<file path="src/rtl/serial_subtractor_pkg.sv">
// Shared definitions for the bit-serial subtractor.
//   sub_state_t   : controller states (IDLE, RUN, DONE)
//   SUB_MIN_WIDTH : smallest legal operand width
//   SUB_MAX_WIDTH : largest legal operand width
//   signed_ovf()  : two's-complement overflow rule for A - (B + Bin)
package serial_arith_pkg;

    typedef enum logic [1:0] {
        IDLE = 2'd0,
        RUN  = 2'd1,
        DONE = 2'd2
    } sub_state_t;

    localparam int SUB_MIN_WIDTH = 2;
    localparam int SUB_MAX_WIDTH = 32;

    // Overflow is only possible when the operands have opposite signs; it
    // happened when the result sign differs from the minuend sign.
    function automatic logic signed_ovf(input logic a_msb, input logic b_msb,
                                        input logic d_msb);
        return (a_msb != b_msb) && (d_msb != a_msb);
    endfunction

endpackage

</file>
<file path="src/rtl/serial_subtractor_if.sv">
// Handshake and data bundle for the serial subtractor.
//   start/A/B/Bin        : request and operands (controller -> subtractor)
//   ready/busy/done      : status (subtractor -> controller)
//   Diff/Bout/Ovf        : registered result (subtractor -> controller)
// Modports: master = controller side, slave = subtractor side.
interface serial_subtractor_if #(
    parameter int WIDTH = 4
) ();
    logic             start;
    logic [WIDTH-1:0] A;
    logic [WIDTH-1:0] B;
    logic             Bin;
    logic             ready;
    logic             busy;
    logic             done;
    logic [WIDTH-1:0] Diff;
    logic             Bout;
    logic             Ovf;

    modport master (
        output start, A, B, Bin,
        input  ready, busy, done, Diff, Bout, Ovf
    );

    modport slave (
        input  start, A, B, Bin,
        output ready, busy, done, Diff, Bout, Ovf
    );
endinterface

</file>
<file path="src/rtl/full_subtractor.sv">
// One-bit full subtractor cell: diff = a - b - bin.
//   a, b, bin : operand bits and incoming borrow
//   diff      : difference bit
//   bout      : outgoing borrow
module full_subtractor (
    input  logic a,
    input  logic b,
    input  logic bin,
    output logic diff,
    output logic bout
);
    assign diff = a ^ b ^ bin;
    // Borrow when a=0,b=1, or when a==b and a borrow is already pending.
    assign bout = (~a & b) | (~(a ^ b) & bin);
endmodule

</file>
<file path="src/rtl/serial_subtractor.sv">
// Bit-serial N-bit subtractor computing Diff = A - B - Bin, LSB first, one
// bit per clock through a single full_subtractor cell.
//   clk : rising-edge clock
//   rst : asynchronous active-high reset
//   bus : serial_subtractor_if.slave (start/A/B/Bin in; ready/busy/done,
//         Diff/Bout/Ovf out). Result valid while done pulses, held after.
module serial_subtractor
    import serial_arith_pkg::*;
#(
    parameter int WIDTH = 4
) (
    input  logic                 clk,
    input  logic                 rst,
    serial_subtractor_if.slave   bus
);

    localparam int              CW       = (WIDTH > 1) ? $clog2(WIDTH) : 1;
    localparam logic [CW-1:0]   LAST_BIT = CW'(WIDTH - 1);

    generate
        if (WIDTH < SUB_MIN_WIDTH || WIDTH > SUB_MAX_WIDTH) begin : g_bad_width
            $error("serial_subtractor: WIDTH out of legal range");
        end
    endgenerate

    sub_state_t       state_r;
    sub_state_t       state_n;
    logic [CW-1:0]    cnt_r;
    logic [WIDTH-1:0] a_sh_r;
    logic [WIDTH-1:0] b_sh_r;
    logic [WIDTH-1:0] res_r;
    logic             br_r;
    logic             a_msb_r;
    logic             b_msb_r;
    logic [WIDTH-1:0] diff_r;
    logic             bout_r;
    logic             ovf_r;
    logic             busy_r;
    logic             done_r;

    logic             load_s;
    logic             last_s;
    logic             fs_diff_s;
    logic             fs_bout_s;
    logic [WIDTH-1:0] res_shift_s;

    full_subtractor u_fs (
        .a    (a_sh_r[0]),
        .b    (b_sh_r[0]),
        .bin  (br_r),
        .diff (fs_diff_s),
        .bout (fs_bout_s)
    );

    // Result bits enter at the MSB so the LSB-first stream lands in place.
    assign res_shift_s = {fs_diff_s, res_r[WIDTH-1:1]};
    assign last_s      = (state_r == RUN) && (cnt_r == LAST_BIT);

    // State register.
    always_ff @(posedge clk or posedge rst) begin
        if (rst) begin
            state_r <= IDLE;
        end else begin
            state_r <= state_n;
        end
    end

    // Next-state decode; DONE accepts a new start for zero-bubble chaining.
    always_comb begin
        state_n = state_r;
        load_s  = 1'b0;
        case (state_r)
            IDLE: begin
                if (bus.start) begin
                    state_n = RUN;
                    load_s  = 1'b1;
                end else begin
                    state_n = IDLE;
                end
            end
            RUN: begin
                if (cnt_r == LAST_BIT) begin
                    state_n = DONE;
                end else begin
                    state_n = RUN;
                end
            end
            DONE: begin
                if (bus.start) begin
                    state_n = RUN;
                    load_s  = 1'b1;
                end else begin
                    state_n = IDLE;
                end
            end
            default: begin
                state_n = IDLE;
            end
        endcase
    end

    // Datapath: operand load, per-bit shift, and result capture on the last bit.
    always_ff @(posedge clk or posedge rst) begin
        if (rst) begin
            cnt_r   <= {CW{1'b0}};
            a_sh_r  <= {WIDTH{1'b0}};
            b_sh_r  <= {WIDTH{1'b0}};
            res_r   <= {WIDTH{1'b0}};
            br_r    <= 1'b0;
            a_msb_r <= 1'b0;
            b_msb_r <= 1'b0;
            diff_r  <= {WIDTH{1'b0}};
            bout_r  <= 1'b0;
            ovf_r   <= 1'b0;
            busy_r  <= 1'b0;
            done_r  <= 1'b0;
        end else begin
            busy_r <= (state_n == RUN);
            done_r <= (state_n == DONE);
            if (load_s) begin
                a_sh_r  <= bus.A;
                b_sh_r  <= bus.B;
                br_r    <= bus.Bin;
                cnt_r   <= {CW{1'b0}};
                a_msb_r <= bus.A[WIDTH-1];
                b_msb_r <= bus.B[WIDTH-1];
            end else if (state_r == RUN) begin
                a_sh_r <= {1'b0, a_sh_r[WIDTH-1:1]};
                b_sh_r <= {1'b0, b_sh_r[WIDTH-1:1]};
                br_r   <= fs_bout_s;
                res_r  <= res_shift_s;
                cnt_r  <= last_s ? {CW{1'b0}} : (cnt_r + {{(CW-1){1'b0}}, 1'b1});
            end
            if (last_s) begin
                diff_r <= res_shift_s;
                bout_r <= fs_bout_s;
                ovf_r  <= signed_ovf(a_msb_r, b_msb_r, fs_diff_s);
            end
        end
    end

    assign bus.ready = (state_r != RUN);
    assign bus.busy  = busy_r;
    assign bus.done  = done_r;
    assign bus.Diff  = diff_r;
    assign bus.Bout  = bout_r;
    assign bus.Ovf   = ovf_r;

endmodule

</file>
<file path="src/flat_wrapper.sv">
// flat-port wrapper written by rule: the top's interface ports become plain ports
module serial_subtractor_flat import serial_arith_pkg::*;
#(
    parameter int WIDTH = 4
)
  (clk, rst, bus_start, bus_A, bus_B, bus_Bin, bus_ready, bus_busy, bus_done, bus_Diff, bus_Bout, bus_Ovf);
  serial_subtractor_if #(.WIDTH(WIDTH)) bus_i ();
  input  logic clk;
  input  logic rst;
  input wire logic [$bits(bus_i.start)-1:0] bus_start;
  input wire logic [$bits(bus_i.A)-1:0] bus_A;
  input wire logic [$bits(bus_i.B)-1:0] bus_B;
  input wire logic [$bits(bus_i.Bin)-1:0] bus_Bin;
  output wire logic [$bits(bus_i.ready)-1:0] bus_ready;
  output wire logic [$bits(bus_i.busy)-1:0] bus_busy;
  output wire logic [$bits(bus_i.done)-1:0] bus_done;
  output wire logic [$bits(bus_i.Diff)-1:0] bus_Diff;
  output wire logic [$bits(bus_i.Bout)-1:0] bus_Bout;
  output wire logic [$bits(bus_i.Ovf)-1:0] bus_Ovf;
  assign bus_i.start = bus_start;
  assign bus_i.A = bus_A;
  assign bus_i.B = bus_B;
  assign bus_i.Bin = bus_Bin;
  assign bus_ready = bus_i.ready;
  assign bus_busy = bus_i.busy;
  assign bus_done = bus_i.done;
  assign bus_Diff = bus_i.Diff;
  assign bus_Bout = bus_i.Bout;
  assign bus_Ovf = bus_i.Ovf;
  serial_subtractor #(.WIDTH(WIDTH)) u_core (.clk(clk), .rst(rst), .bus(bus_i));
endmodule
</file>
<file path="config.mk">
export PLATFORM = sky130hd
export DESIGN_NAME = serial_subtractor_flat
export DESIGN_NICKNAME = d
export VERILOG_FILES = /design/src/rtl/serial_subtractor_pkg.sv /design/src/rtl/serial_subtractor_if.sv /design/src/rtl/full_subtractor.sv /design/src/rtl/serial_subtractor.sv /design/src/flat_wrapper.sv
export SDC_FILE = /design/constraint.sdc
export NUM_CORES = 1
export LEC_CHECK = 0
export ABC_AREA = 1
export BUFFER_PORTS_ARGS = -buffer_cell sky130_fd_sc_hd__buf_2
export CORE_MARGIN = 4
export CORE_UTILIZATION = 35
export DETAILED_ROUTE_END_ITERATION = 8
export HOLD_SLACK_MARGIN = 0.02
export RECOVER_POWER = 50
export SLEW_MARGIN = 30
export SYNTH_ARGS = -nofsm -noshare
export SYNTH_HDL_FRONTEND = slang
export SYNTH_SLANG_ARGS = --single-unit
export TNS_END_PERCENT = 50
</file>
<file path="constraint.sdc">
create_clock -name clk -period 3.6 [get_ports clk]
set_clock_uncertainty 0.15 [all_clocks]
set_input_delay 0.72 -clock clk [delete_from_list [all_inputs] [get_ports clk]]
set_output_delay 0.72 -clock clk [all_outputs]
set_load 0.005 [all_outputs]
</file>
Yosys cells after proc, flatten, opt, wreduce, memory -nomap -nowiden
Cells that the tools add are included.
- flip-flop bits (word level): 27
- bits in latches: 0
- bits in writable memories: 0
- memory bits (read-only): 0
- bits of input ports: 12
- output and inout bits: 9
- logic and storage cells: 50
- memories: 0
- add/subtract/negate cells: 1
- $mul: 0
- divide/modulo/power cells: 0
- $lt $le $gt $ge: 0
- equal/unequal tests: 8
- shifts and indexed selects: 0
- muxes and demuxes: 14
- bitwise operators: 8
- reduce and logical (&&, ||, !) cells: 6
- operator list (cell ; number):
    4-bit 2-to-1 mux ; 4
    2-bit 2-to-1 mux ; 4
    2-bit == test, second input constant ; 3
    1-bit 2-to-1 mux ; 5
    2-bit by 1-bit == test with 1-bit output, second input constant ; 2
    2-bit case mux with 2 select lines ; 1
    1-bit inverter ; 3
    2-bit by 1-bit adder with 2-bit output, second input constant ; 1
    1-bit AND ; 2
    1-bit logical AND ; 2
    2-bit logical NOT ; 1
    1-bit inequality test ; 2
    2-bit by 1-bit inequality test with 1-bit output, second input constant ; 1
    2-bit AND reduction ; 1
    2-bit nonzero test ; 1
    2-bit OR reduction ; 1
    1-bit bitwise XOR ; 2
    1-bit OR ; 1

Logic depth before layout (Yosys ltp)
- depth in word-level cells: 6
- gate-level depth with buffers: 7
- gate-level depth less buffers: 7

By module
A second synthesis with hierarchy kept.
- cell total of the unflattened synthesis: 134
- area, all modules: 1146.1 µm²
- modules (own cells, without submodules) (module ; instances ; cells an instance ; area an instance (µm²) ; seq. area each (µm²)):
    serial_subtractor ; 1 ; 130 ; 1114.8 ; 650.6
    full_subtractor ; 1 ; 4 ; 31.3 ; 0.0

Worst setup path after synthesis
OpenSTA, ideal clock, no wires.
- path kind: reg2out
- start: register u_core.state_r[1]
- end: output bus_ready
- arrival time: 0.620 ns
- data required time: 2.730 ns
- setup slack: 2.110 ns
- cell stages (with the launch flop): 3
- path buffers: 0
- path through: dfrtp_1 -> inv_2 -> nand2_8
- word-level cells in the longest chain between the ends: 1
- RTL lines (item ; RTL line ; source):
    start, declared ; serial_subtractor.sv:26 ; sub_state_t state_r;
    start signal, assigned ; serial_subtractor.sv:64 ; state_r <= state_n;
    2-bit by 1-bit inequality test with 1-bit output ; serial_subtractor.sv:142 ; assign bus.ready = (state_r != RUN);
    end, declared ; flat_wrapper.sv:14 ; output wire logic [$bits(bus_i.ready)-1:0] bus_ready;
No other way between the ends.

Final worst setup path
- start: register u_core.state_r[0]
- end: output bus_ready
Same word-level chain as after synthesis.

==> flow_summary.toml <==
[outcome]
status = "complete, no violations"

[worst_setup_path]
worstSetupPathType = "reg2out"
cp_max_fo = 10
critPathCaptureType = "output pin"
startpoint_type = "flip-flop"
arrival_ns = 1.47
crit_required_ns = 2.73

[floorplan]
core_area_mm2 = 0.003153
fp.dieW_um = 66.28
die_area_mm2 = 0.004392
dieHeight_um = 66.28
rows = 20
io_pins = 21
start_util = 0.3770

[sta]
whs_ns = 0.3408
rsz0062_at_grt = "false"
period_minus_slack_ns = 2.339
tightest_slew_ns = 0.9907
final_max_slew_viol_count = 0
setup_violations = 0
fin_tns_setup_ns = 0
max_freq_mhz = 427.6
fin_crit_sh = 0.6496
hold_violations = 0
max-slew-margin-rel = 0.3388

[global_routing]
grt_pass1_wl_um = 3753
grt-ovfl-total = 0
grt_pass1_vias = 838
grt_usage = 0.1108
grt_antenna_before_repair = 0
grt_max_degree = 27

[power_and_ir_drop]
switching_power_w = 0.0004709
swShare = 0.4198
p_per_area_mw_per_mm2 = 837.8
total_leakage_power_nw = 0.7604
seq_power_share = 0.455
power_w = 0.001122
ir_drop_v = 0.0003037
clkPwrFrac = 0.110
pwr-share-comb = 0.436
p_int_w = 0.0006508

[clock_tree]
cts_root_buf = "clkbuf_4"
cts_buffers = 3
clock_latency_ns = 0.32
cts_tree = "built"
h-tree-depth = 1
clk_pin_slew_worst_paths_ns = 0.13
clk_path_buf_depth = 2
cts_hold_buf = 0
postCtsSetupBuffers = 0
cts_num_sinks = 26
cts_resized = 0

[synth]
synthCells = 136
yosys-top-cells-area = "dfrtp_1 (55%), nand2_1 (16%), inv_1 (6.3%), nand3_1 (5.9%), o21ai_0 (2.1%)"
synth-seq-area-share = 0.5474
synth.avg_cell_area_um2 = 8.740
yosysWarningCount = 0
synth_area_leader_cell = "dfrtp_1"
synthesis.nets = 150
yosysUniqueCellTypes = 18
ys_ff_latch = 26
synthesis.area_mm2 = 0.001189
netlist.area_leader.share = 0.5474

[detailed_routing]
drtIter0Drc = 59
dr_total_vias = 903
drc = 0
drtAntennaViolNets = 0
wl_per_cell_um = 10.70
drt_wl_total_um = 2162
drt-pass1-iter-count = 4
via_per_inst = 4.470

[place]
placed_cells = 199
dpl_cell_area_mm2 = 0.001333
port_buffers = 20
dp_hpwl_um = 1655
gp_congestion = 0.7634

[finish]
final_area_mm2 = 0.001339
multi_input_area_um2 = 414.1
layout_common_cells = "nand2_1 (53), dfrtp_1 (26), inv_1 (20), buf_2 (20), nand3_1 (14)"
num-fill-cells = 353
seqCellArea_um2 = 650.6
layout_commonest_cell = "nand2_1"
syn_to_final_growth_pct = 12.63
drive_above_1_share = 0.2025
nets = 174
diodes = 0
fin_cells = 202

[worst_hold_path]
hold_path_class = "reg2reg"

[run]
maxCapViolations = 0
[path summary, 6_finish.rpt]
kind,start,to,slack (ns),cells past startpoint
worst max-delay path,u_core.state_r[0],bus_ready,1.26,2
worst min-delay path,u_core.a_sh_r[2],u_core.a_sh_r[2],0.34,2
worst max register to register,u_core.a_sh_r[0],u_core.bus.Ovf,2.02,6
worst min register to register,u_core.a_sh_r[2],u_core.a_sh_r[2],0.34,2
max in group asynchronous,rst,u_core.bus.Diff[3],2.25,2
min in group asynchronous,rst,u_core.bus.busy,0.45,2
[power groups by stage]
stage / Combinational (W) / Clock, W / Sequential, W
floorplan: 0.000406 / 0 / 0.000491
global placement: 0.000505 / 0 / 0.000518
detailed placement: 0.000513 / 0 / 0.000523
CTS: 0.000514 / 0.000127 / 0.000518
global route: 0.000577 / 0.000140 / 0.000529
finish: 0.000489 / 0.000123 / 0.000510
[routing by layer]
metal  part of all wire  routed length [um]  GRT usage  vias up
met5                  0                   0          0        -
met3              0.066                 142    0.04422        2
met1               0.46                 987     0.1460      417
met4             0.0028                   6    0.01777        0
met2               0.47                1025     0.1735       25
li1                   -                   -          -      459
[critical path, stage by stage (launching register included)]
cell and delay [ns]:
dfrtp_1 0.61, nand2_1 0.32, buf_2 0.22
[cells in the mapped netlist (all sizes together)]
cell / n
a21oi: 1
buf: 1
dfrtp: 26
fa: 1
ha: 1
inv: 23
nand2: 56
nand3: 14
nor2: 4
o21ai: 9
[cells by family (layout without fill, tap and decap cells)]
logic type	after synthesis	count (layout)	share of synthesized area
buf+inv	24	46	0.09052
fa+ha+maj	2	2	0.02737
flops	26	26	0.5474
compound gates	10	10	0.04525
simple gates	74	74	0.2895
[state kept, by name, summed over array words and instances (netlist names)]
register,cells
u_core.state_r,2
u_core.bus.Diff,4
u_core.bus.done,1
u_core.a_msb_r,1
u_core.cnt_r,2
u_core.res_r,3
u_core.br_r,1
u_core.bus.Ovf,1
u_core.bus.Bout,1
u_core.b_msb_r,1
u_core.a_sh_r,4
u_core.b_sh_r,4
u_core.bus.busy,1
[cell type report]
| cell class | instances | area share |
|---|---|---|
| clock buffer | 3 | 0.01682 |
| inverter | 23 | 0.07196 |
| multi-input combinational | 86 | 0.3093 |
| sequential | 26 | 0.4860 |
| tap | 44 | 0.04112 |
| timing repair buffer | 20 | 0.07477 |
[per-stage QoR]
step / setup slack [ns] / utilization
global route: 1.157 / 0.4246
global placement: 1.816 / 0.4226
detailed placement: 1.789 / 0.4226
CTS: 1.421 / 0.4298
finish: 1.261 / 0.4246
floorplan: 2.110 / -
No activity file was read; power rests on OpenSTA's default activity.
